`config.mk`:
```
export PLATFORM = sky130hd
export DESIGN_NAME = mdu_iter
export DESIGN_NICKNAME = d
export VERILOG_FILES = /design/src/rtl/mdu_pkg.sv /design/src/rtl/mdu_divider.sv /design/src/rtl/mdu_iter.sv
export SDC_FILE = /design/constraint.sdc
export NUM_CORES = 2
export LEC_CHECK = 0
export CORE_ASPECT_RATIO = 0.75
export CORE_MARGIN = 2
export CORE_UTILIZATION = 55
export DETAILED_ROUTE_END_ITERATION = 8
export GPL_TIMING_DRIVEN = 0
export PLACE_DENSITY_LB_ADDON = 0.2
export SLEW_MARGIN = 25
export SYNTH_ARGS = -nofsm -noshare
export SYNTH_HDL_FRONTEND = slang
export SYNTH_HIERARCHICAL = 1
export SYNTH_SLANG_ARGS = --single-unit
```
`constraint.sdc`:
```
create_clock -name clk -period 3.3 [get_ports clk]
set_clock_uncertainty 0.15 [all_clocks]
set_input_delay 0.825 -clock clk [delete_from_list [all_inputs] [get_ports clk]]
set_output_delay 0.825 -clock clk [all_outputs]
set_load 0.03 [all_outputs]
```
`src/rtl/mdu_pkg.sv`:
```
// Shared constants and types for the iterative multiply/divide unit.
package mdu_pkg;

   localparam int unsigned OP_MUL    = 0;
   localparam int unsigned OP_MULH   = 1;
   localparam int unsigned OP_MULHSU = 2;
   localparam int unsigned OP_MULHU  = 3;
   localparam int unsigned OP_DIV    = 4;
   localparam int unsigned OP_DIVU   = 5;
   localparam int unsigned OP_REM    = 6;
   localparam int unsigned OP_REMU   = 7;

   localparam logic [2:0] EXC_NONE = 3'd0;
   localparam logic [2:0] EXC_DIV0 = 3'd1;
   localparam logic [2:0] EXC_OVF  = 3'd2;
   localparam logic [2:0] EXC_ILL  = 3'd3;

   typedef enum logic [1:0] {IDLE, MUL, DIV, FIX} state_e;

   function automatic logic is_onehot(input logic [7:0] v);
      return (v != 8'd0) && ((v & (v - 8'd1)) == 8'd0);
   endfunction

endpackage

```
`src/rtl/mdu_divider.sv`:
```
// Unsigned restoring divider: loads on start, then one quotient bit per cycle.
module mdu_divider #(
   parameter int unsigned XLEN = 32
) (
   input  logic            clk,
   input  logic            rstn,
   input  logic            start,
   input  logic [XLEN-1:0] dividend,
   input  logic [XLEN-1:0] divisor,
   output logic [XLEN-1:0] quotient,
   output logic [XLEN-1:0] remainder,
   output logic            done
);

   localparam int unsigned CW = $clog2(XLEN);

   logic [XLEN-1:0] quo_q, rem_q, dvs_q;
   logic [CW-1:0]   cnt_q;
   logic            running_q;
   logic [XLEN:0]   shifted;

   always_comb begin
      shifted   = {rem_q, quo_q[XLEN-1]};
      quotient  = quo_q;
      remainder = rem_q;
      // High during the final iteration, so the caller can move on at the same edge.
      done      = running_q && (cnt_q == '0);
   end

   always_ff @(posedge clk or negedge rstn) begin
      if (!rstn) begin
         quo_q     <= '0;
         rem_q     <= '0;
         dvs_q     <= '0;
         cnt_q     <= '0;
         running_q <= 1'b0;
      end else if (start) begin
         quo_q     <= dividend;
         rem_q     <= '0;
         dvs_q     <= divisor;
         cnt_q     <= CW'(XLEN - 1);
         running_q <= 1'b1;
      end else if (running_q) begin
         if (shifted >= {1'b0, dvs_q}) begin
            rem_q <= XLEN'(shifted - {1'b0, dvs_q});
            quo_q <= {quo_q[XLEN-2:0], 1'b1};
         end else begin
            rem_q <= shifted[XLEN-1:0];
            quo_q <= {quo_q[XLEN-2:0], 1'b0};
         end
         cnt_q <= cnt_q - 1'b1;
         if (cnt_q == '0) running_q <= 1'b0;
      end
   end

endmodule

```
`src/rtl/mdu_iter.sv`:
```
// Multi-cycle RV M-extension unit: pipelined multiply, iterative divide, pulse handshake.
module mdu_iter
   import mdu_pkg::*;
#(
   parameter int unsigned XLEN    = 32,
   parameter int unsigned MUL_LAT = 3
) (
   input  logic            clk,
   input  logic            rstn,
   input  logic [7:0]      ex_sig,
   input  logic [XLEN-1:0] ex_src1,
   input  logic [XLEN-1:0] ex_src2,
   input  logic            ex_out_valid,
   input  logic            ex_flush,
   output logic [XLEN-1:0] ex_result,
   output logic [2:0]      ex_exception,
   output logic            ex_in_valid,
   output logic            ex_busy
);

   localparam int unsigned PW = 2 * XLEN;
   localparam int unsigned CW = (MUL_LAT > 2) ? $clog2(MUL_LAT - 1) : 1;
   localparam logic [XLEN-1:0] INT_MIN = {1'b1, {(XLEN-1){1'b0}}};

   state_e          state_q;
   logic [CW-1:0]   cnt_q;
   logic            mul_low_q, sel_rem_q, q_neg_q, r_neg_q;

   logic            legal, is_div, is_rem, is_sgn, div0, ovf, accept, div_start, div_done;
   logic [XLEN-1:0] mag1, mag2, div_quo, div_rem, q_fix, r_fix;
   logic signed [XLEN:0]   a_ext, b_ext;
   logic signed [PW-1:0]   prod_now;
   logic [PW-1:0]          mul_tap;

   always_comb begin
      legal     = is_onehot(ex_sig);
      is_div    = ex_sig[OP_DIV] | ex_sig[OP_DIVU];
      is_rem    = ex_sig[OP_REM] | ex_sig[OP_REMU];
      is_sgn    = ex_sig[OP_DIV] | ex_sig[OP_REM];
      div0      = (ex_src2 == '0);
      ovf       = is_sgn && (ex_src1 == INT_MIN) && (ex_src2 == '1);
      accept    = ex_out_valid && !ex_busy && !ex_flush;
      mag1      = (is_sgn && ex_src1[XLEN-1]) ? -ex_src1 : ex_src1;
      mag2      = (is_sgn && ex_src2[XLEN-1]) ? -ex_src2 : ex_src2;
      div_start = accept && legal && (is_div || is_rem) && !div0 && !ovf;
      // One extra bit per operand covers all three signedness combinations.
      a_ext     = {(ex_sig[OP_MULH] | ex_sig[OP_MULHSU]) & ex_src1[XLEN-1], ex_src1};
      b_ext     = {ex_sig[OP_MULH] & ex_src2[XLEN-1], ex_src2};
      prod_now  = PW'(a_ext) * PW'(b_ext);
      q_fix     = q_neg_q ? -div_quo : div_quo;
      r_fix     = r_neg_q ? -div_rem : div_rem;
   end

   // Product enters at the accept edge; the output register is the last stage.
   if (MUL_LAT == 1) begin : g_mul_comb
      assign mul_tap = prod_now;
   end else begin : g_mul_pipe
      logic [PW-1:0] pipe_q [MUL_LAT-1];
      always_ff @(posedge clk or negedge rstn) begin
         if (!rstn) begin
            for (int i = 0; i < int'(MUL_LAT) - 1; i++) pipe_q[i] <= '0;
         end else begin
            pipe_q[0] <= prod_now;
            for (int i = 1; i < int'(MUL_LAT) - 1; i++) pipe_q[i] <= pipe_q[i-1];
         end
      end
      assign mul_tap = pipe_q[MUL_LAT-2];
   end

   mdu_divider #(
      .XLEN (XLEN)
   ) u_divider (
      .clk       (clk),
      .rstn      (rstn),
      .start     (div_start),
      .dividend  (mag1),
      .divisor   (mag2),
      .quotient  (div_quo),
      .remainder (div_rem),
      .done      (div_done)
   );

   always_ff @(posedge clk or negedge rstn) begin
      if (!rstn) begin
         state_q      <= IDLE;
         cnt_q        <= '0;
         mul_low_q    <= 1'b0;
         sel_rem_q    <= 1'b0;
         q_neg_q      <= 1'b0;
         r_neg_q      <= 1'b0;
         ex_result    <= '0;
         ex_exception <= EXC_NONE;
         ex_in_valid  <= 1'b0;
         ex_busy      <= 1'b0;
      end else begin
         ex_in_valid <= 1'b0;
         if (ex_flush) begin
            state_q <= IDLE;
            ex_busy <= 1'b0;
         end else begin
            unique case (state_q)
               IDLE: if (accept) begin
                  if (!legal) begin
                     ex_in_valid  <= 1'b1;
                     ex_result    <= '0;
                     ex_exception <= EXC_ILL;
                  end else if ((is_div || is_rem) && div0) begin
                     ex_in_valid  <= 1'b1;
                     ex_result    <= is_div ? '1 : ex_src1;
                     ex_exception <= EXC_DIV0;
                  end else if (ovf) begin
                     ex_in_valid  <= 1'b1;
                     ex_result    <= ex_sig[OP_DIV] ? ex_src1 : '0;
                     ex_exception <= EXC_OVF;
                  end else if (is_div || is_rem) begin
                     state_q   <= DIV;
                     ex_busy   <= 1'b1;
                     sel_rem_q <= is_rem;
                     q_neg_q   <= is_sgn && (ex_src1[XLEN-1] ^ ex_src2[XLEN-1]);
                     r_neg_q   <= is_sgn && ex_src1[XLEN-1];
                  end else if (MUL_LAT == 1) begin
                     ex_in_valid  <= 1'b1;
                     ex_result    <= ex_sig[OP_MUL] ? prod_now[XLEN-1:0] : prod_now[PW-1:XLEN];
                     ex_exception <= EXC_NONE;
                  end else begin
                     state_q   <= MUL;
                     ex_busy   <= 1'b1;
                     cnt_q     <= CW'(MUL_LAT - 2);
                     mul_low_q <= ex_sig[OP_MUL];
                  end
               end
               MUL: begin
                  if (cnt_q == '0) begin
                     state_q      <= IDLE;
                     ex_busy      <= 1'b0;
                     ex_in_valid  <= 1'b1;
                     ex_result    <= mul_low_q ? mul_tap[XLEN-1:0] : mul_tap[PW-1:XLEN];
                     ex_exception <= EXC_NONE;
                  end else begin
                     cnt_q <= cnt_q - 1'b1;
                  end
               end
               DIV: if (div_done) state_q <= FIX;
               FIX: begin
                  state_q      <= IDLE;
                  ex_busy      <= 1'b0;
                  ex_in_valid  <= 1'b1;
                  ex_result    <= sel_rem_q ? r_fix : q_fix;
                  ex_exception <= EXC_NONE;
               end
            endcase
         end
      end
   end

endmodule

```
==> results.md <==
| Result | Value |
|---|---|
| Result of the run | finished with violations |
| Violations in the final reports | design-rule violations, negative setup slack |
| Horiz. Die Dim | 362.8 um |
| Post-synth top area cell | sky130_fd_sc_hd__fa_1 |
| Worst Path Buf+Inv | 10 |
| Slew at the pin closest to its max-slew limit | 1006 ps |
| Top_reg_cell synth | sky130_fd_sc_hd__dfrtp_1 |
| Number of flops mapped to enable cells by yosys | 0 |
| Min Tclk post-route | 8371 ps |
| Netlist area before placement | 53,110 um^2 |
| Die area | 99,090 um^2 |
| Number of levels the H-tree was split into | 1 |
| Wire length on met3 | 36,800 um |
| Most common cell on crit path | sky130_fd_sc_hd__fa_1 |
| Biggest cell delay along the critical path | 600 ps |
| Highest metal layer with signal wires | met5 |
| Critical Path AT | 8640 ps |
| Final Cycle Share | 2.537 |
| Met2 routed wirelength | 85,460 um |
| Signed area change from the synthesized netlist to the final layout | 20.81% |
| Most frequently used cell type in the post-synthesis netlist | sky130_fd_sc_hd__inv_1 |
| Pin count of the biggest net entering global routing | 91 |
| Post-route antenna net violation count | 0 |
| Required @ worst endpoint | 3570 ps |
| Iteration-0 DRC Markers | 5,987 |
| GRT Overall Usage | 0.4358 |
| Endpoint class of the critical path | register |
| Setup TNS Final | -238,650 ps |
| Slowest library cell on the worst path | sky130_fd_sc_hd__fa_2 |
| Clock tree root buffer cell | sky130_fd_sc_hd__clkbuf_16 |
| Number of non-filler instances in the completed layout | 7,444 |
| Worst-Skew Late Latency | 580 ps |
| Timing-limited maximum frequency | 0.1195 GHz |
| Relative max-transition margin | 0.3254 |
| Initial standard-cell utilization of the core | 0.5560 |
| TritonCTS clock tree | built |
| Mean number of vias per cell | 6.097 |
| Largest cells by area after synthesis | sky130_fd_sc_hd__fa_1 (42%), sky130_fd_sc_hd__dfrtp_1 (13%), sky130_fd_sc_hd__inv_1 (8.4%) |
| Number of global-route vias before repair | 45,445 |
| Maximum buffer depth of the clock tree | 3 |
| Overall via count from detail_route | 45,389 |
| Overflow left after global routing | 0 |
| Fin worst setup slack | -5071 ps |
| Synth cell count leaders | sky130_fd_sc_hd__inv_1 (1,186), sky130_fd_sc_hd__fa_1 (1,126), sky130_fd_sc_hd__nand2_1 (914) |
| Number of placed instances, taps included | 7,154 |
| Share of the synthesized area in the top cell type | 0.4244 |
| Placement Setup Slack | -7405 ps |
| Die height | 273.1 um |
| Port bufs | 67 |
| DRC errors left | 1 |
| First-pass GRT wire length | 308,700 um |
| Hold Fails Final Rpt | 0 |
| Post-Synthesis Net Count | 7,290 |
| Total of endpoints with negative setup slack in the final report | 182 |
| Fraction of registers with async set or reset after synthesis | 1.000 |
| Final Max Tran Viols | 0 |
| Final GP Congestion | 1.037 |
| Routed length on met1 | 80,270 um |
| YS warnings | 6 |
| Clock transition at the register clock pins on the worst setup and hold paths after CTS | 80 ps |
| Routed WL per cell | 28.88 um |
| Total number of clock tree sinks | 273 |
| Std-Cell Rows | 98 |
| Unrepaired setup endpoints after global routing | true |
| Number of antenna violations at the first check in global routing | 16 |
| Synth unique cells | 90 |
| DR pass1 iterations | 9 |
| Share of cells above drive strength 1 | 0.1833 |
| Crit path launch type | primary input |
| Count of state elements after synthesis | 273 |
| Final wirelength | 215,000 um |
| Detail Placement HPWL | 167,100 um |
| # Max-Cap Violations | 0 |
| Hold Path Class | reg -> reg |
| Post-synthesis cell count | 5,832 |
| Core region area | 95,520 um^2 |
| Fraction of the yosys area taken by sequential cells | 0.1286 |
| Number of top-level pins | 113 |
| Critical Path Fanout Max | 5 |
| Type of the setup path with the least slack | in -> reg |
| Cell family with most CP delay | adder cells |
| Number of buffers inserted during clock tree synthesis | 23 |
| Syn_area_per_cell | 9.107 um^2 |
| Nets | 7,613 |
[timing repair]
action                                  CTS  global route
gates cloned                              4             2
hold endpoints to repair                 36             0
gates resized for setup                 864           252
hold buffers                              1             0
endpoints found under the setup margin  204           189
buffers inserted                        164            68
pin swaps                               239           154
[area by class of cell]
type | count | area (um^2)
Inverter | 1189 | 4547
Sequential cell | 273 | 6840
Clock inverter | 14 | 261.5
Clock buffer | 26 | 596.8
Buffer | 352 | 4188
Fill cell | 7455 | 31350
Timing Repair Buffer | 306 | 2969
Antenna cell | 24 | 60.06
Multi-Input combinational cell | 4010 | 43140
Tap cell | 1250 | 1564
[metal layers]
layer / vias up / global-route usage
li1: 18256 / -
met1: 23063 / 0.5995
met2: 3393 / 0.5845
met5: - / 0.01435
met4: 10 / 0.1925
met3: 667 / 0.2025
[cell usage in the layout (no fill, tap or decap), types with 24 or more instances in the layout]
cell                                 n
sky130_fd_sc_hd__inv_1            1117
sky130_fd_sc_hd__fa_1             1061
sky130_fd_sc_hd__nand2_1           880
sky130_fd_sc_hd__and2_1            318
sky130_fd_sc_hd__dfrtp_1           266
sky130_fd_sc_hd__ha_1              194
sky130_fd_sc_hd__buf_4             189
sky130_fd_sc_hd__nor2_1            183
sky130_fd_sc_hd__o21ai_0           130
sky130_fd_sc_hd__xnor2_1           111
sky130_fd_sc_hd__xor2_1             83
sky130_fd_sc_hd__buf_6              82
sky130_fd_sc_hd__clkbuf_8           81
sky130_fd_sc_hd__a21oi_1            80
sky130_fd_sc_hd__clkbuf_16          77
sky130_fd_sc_hd__fa_2               65
sky130_fd_sc_hd__o21ai_1            61
sky130_fd_sc_hd__clkbuf_1           59
sky130_fd_sc_hd__inv_2              59
sky130_fd_sc_hd__ha_4               57
sky130_fd_sc_hd__nand3_1            45
sky130_fd_sc_hd__a21o_1             38
sky130_fd_sc_hd__clkdlybuf4s50_1    38
sky130_fd_sc_hd__mux2i_1            35
sky130_fd_sc_hd__buf_8              34
sky130_fd_sc_hd__mux2_2             34
sky130_fd_sc_hd__clkbuf_2           31
sky130_fd_sc_hd__nor3_1             31
sky130_fd_sc_hd__and2_4             30
sky130_fd_sc_hd__a31oi_1            30
sky130_fd_sc_hd__buf_12             29
sky130_fd_sc_hd__clkbuf_4           28
sky130_fd_sc_hd__a21oi_2            27
sky130_fd_sc_hd__diode_2            24
sky130_fd_sc_hd__o31ai_1            24
sky130_fd_sc_hd__a22oi_1            24
[flip-flops by register name, indices dropped and copies added, names as in the netlist, 2 cells and up]
signal	count
ex_exception	2
ex_result	32
g_mul_pipe.pipe_q	64
mul_tap	64
state_q	2
u_divider/cnt_q	5
u_divider/dvs_q	32
u_divider/quotient	32
u_divider/remainder	32
[path summary, 6_finish.rpt]
kind	slack [ps]	start	depth (start not counted)	to
hold reg to reg	190	g_mul_pipe.pipe_q[98]	0	mul_tap[34]
min in group asynchronous	580	rstn	2	mul_tap[54]
max in group asynchronous	1210	rstn	4	u_divider/remainder[13]
setup reg to reg	-110	u_divider/remainder[13]	14	ex_result[19]
hold / removal	190	g_mul_pipe.pipe_q[98]	0	mul_tap[34]
setup / recovery	-5070	ex_src1[31]	32	g_mul_pipe.pipe_q[126]
[per-stage QoR]
stage / area, um^2 / hold slack, ps / util
floorplan: 55050 / 181.2 / -
global placement: 57290 / 182.1 / 0.5997
detailed placement: 57410 / 184.7 / 0.6011
CTS: 62830 / 189.4 / 0.6577
global route: 64130 / 205.9 / 0.6714
finish: 64170 / 187.4 / 0.6718
[cells by family after synthesis]
family / count (synthesis) / share of synthesized area
AO/OA/AOI/OAI: 621 / 0.07466
XOR/XNOR: 225 / 0.03710
adder cells (fa/ha/maj): 1383 / 0.4849
buffers and inverters: 1549 / 0.1110
flip-flops: 273 / 0.1286
multiplexers: 71 / 0.01423
other: 1 / 0.00007061
AND/OR/NAND/NOR: 1709 / 0.1494
Power is left out: the tool's default activity adds up to more than one toggle a clock period on the data nets, which glitch-free logic cannot reach.
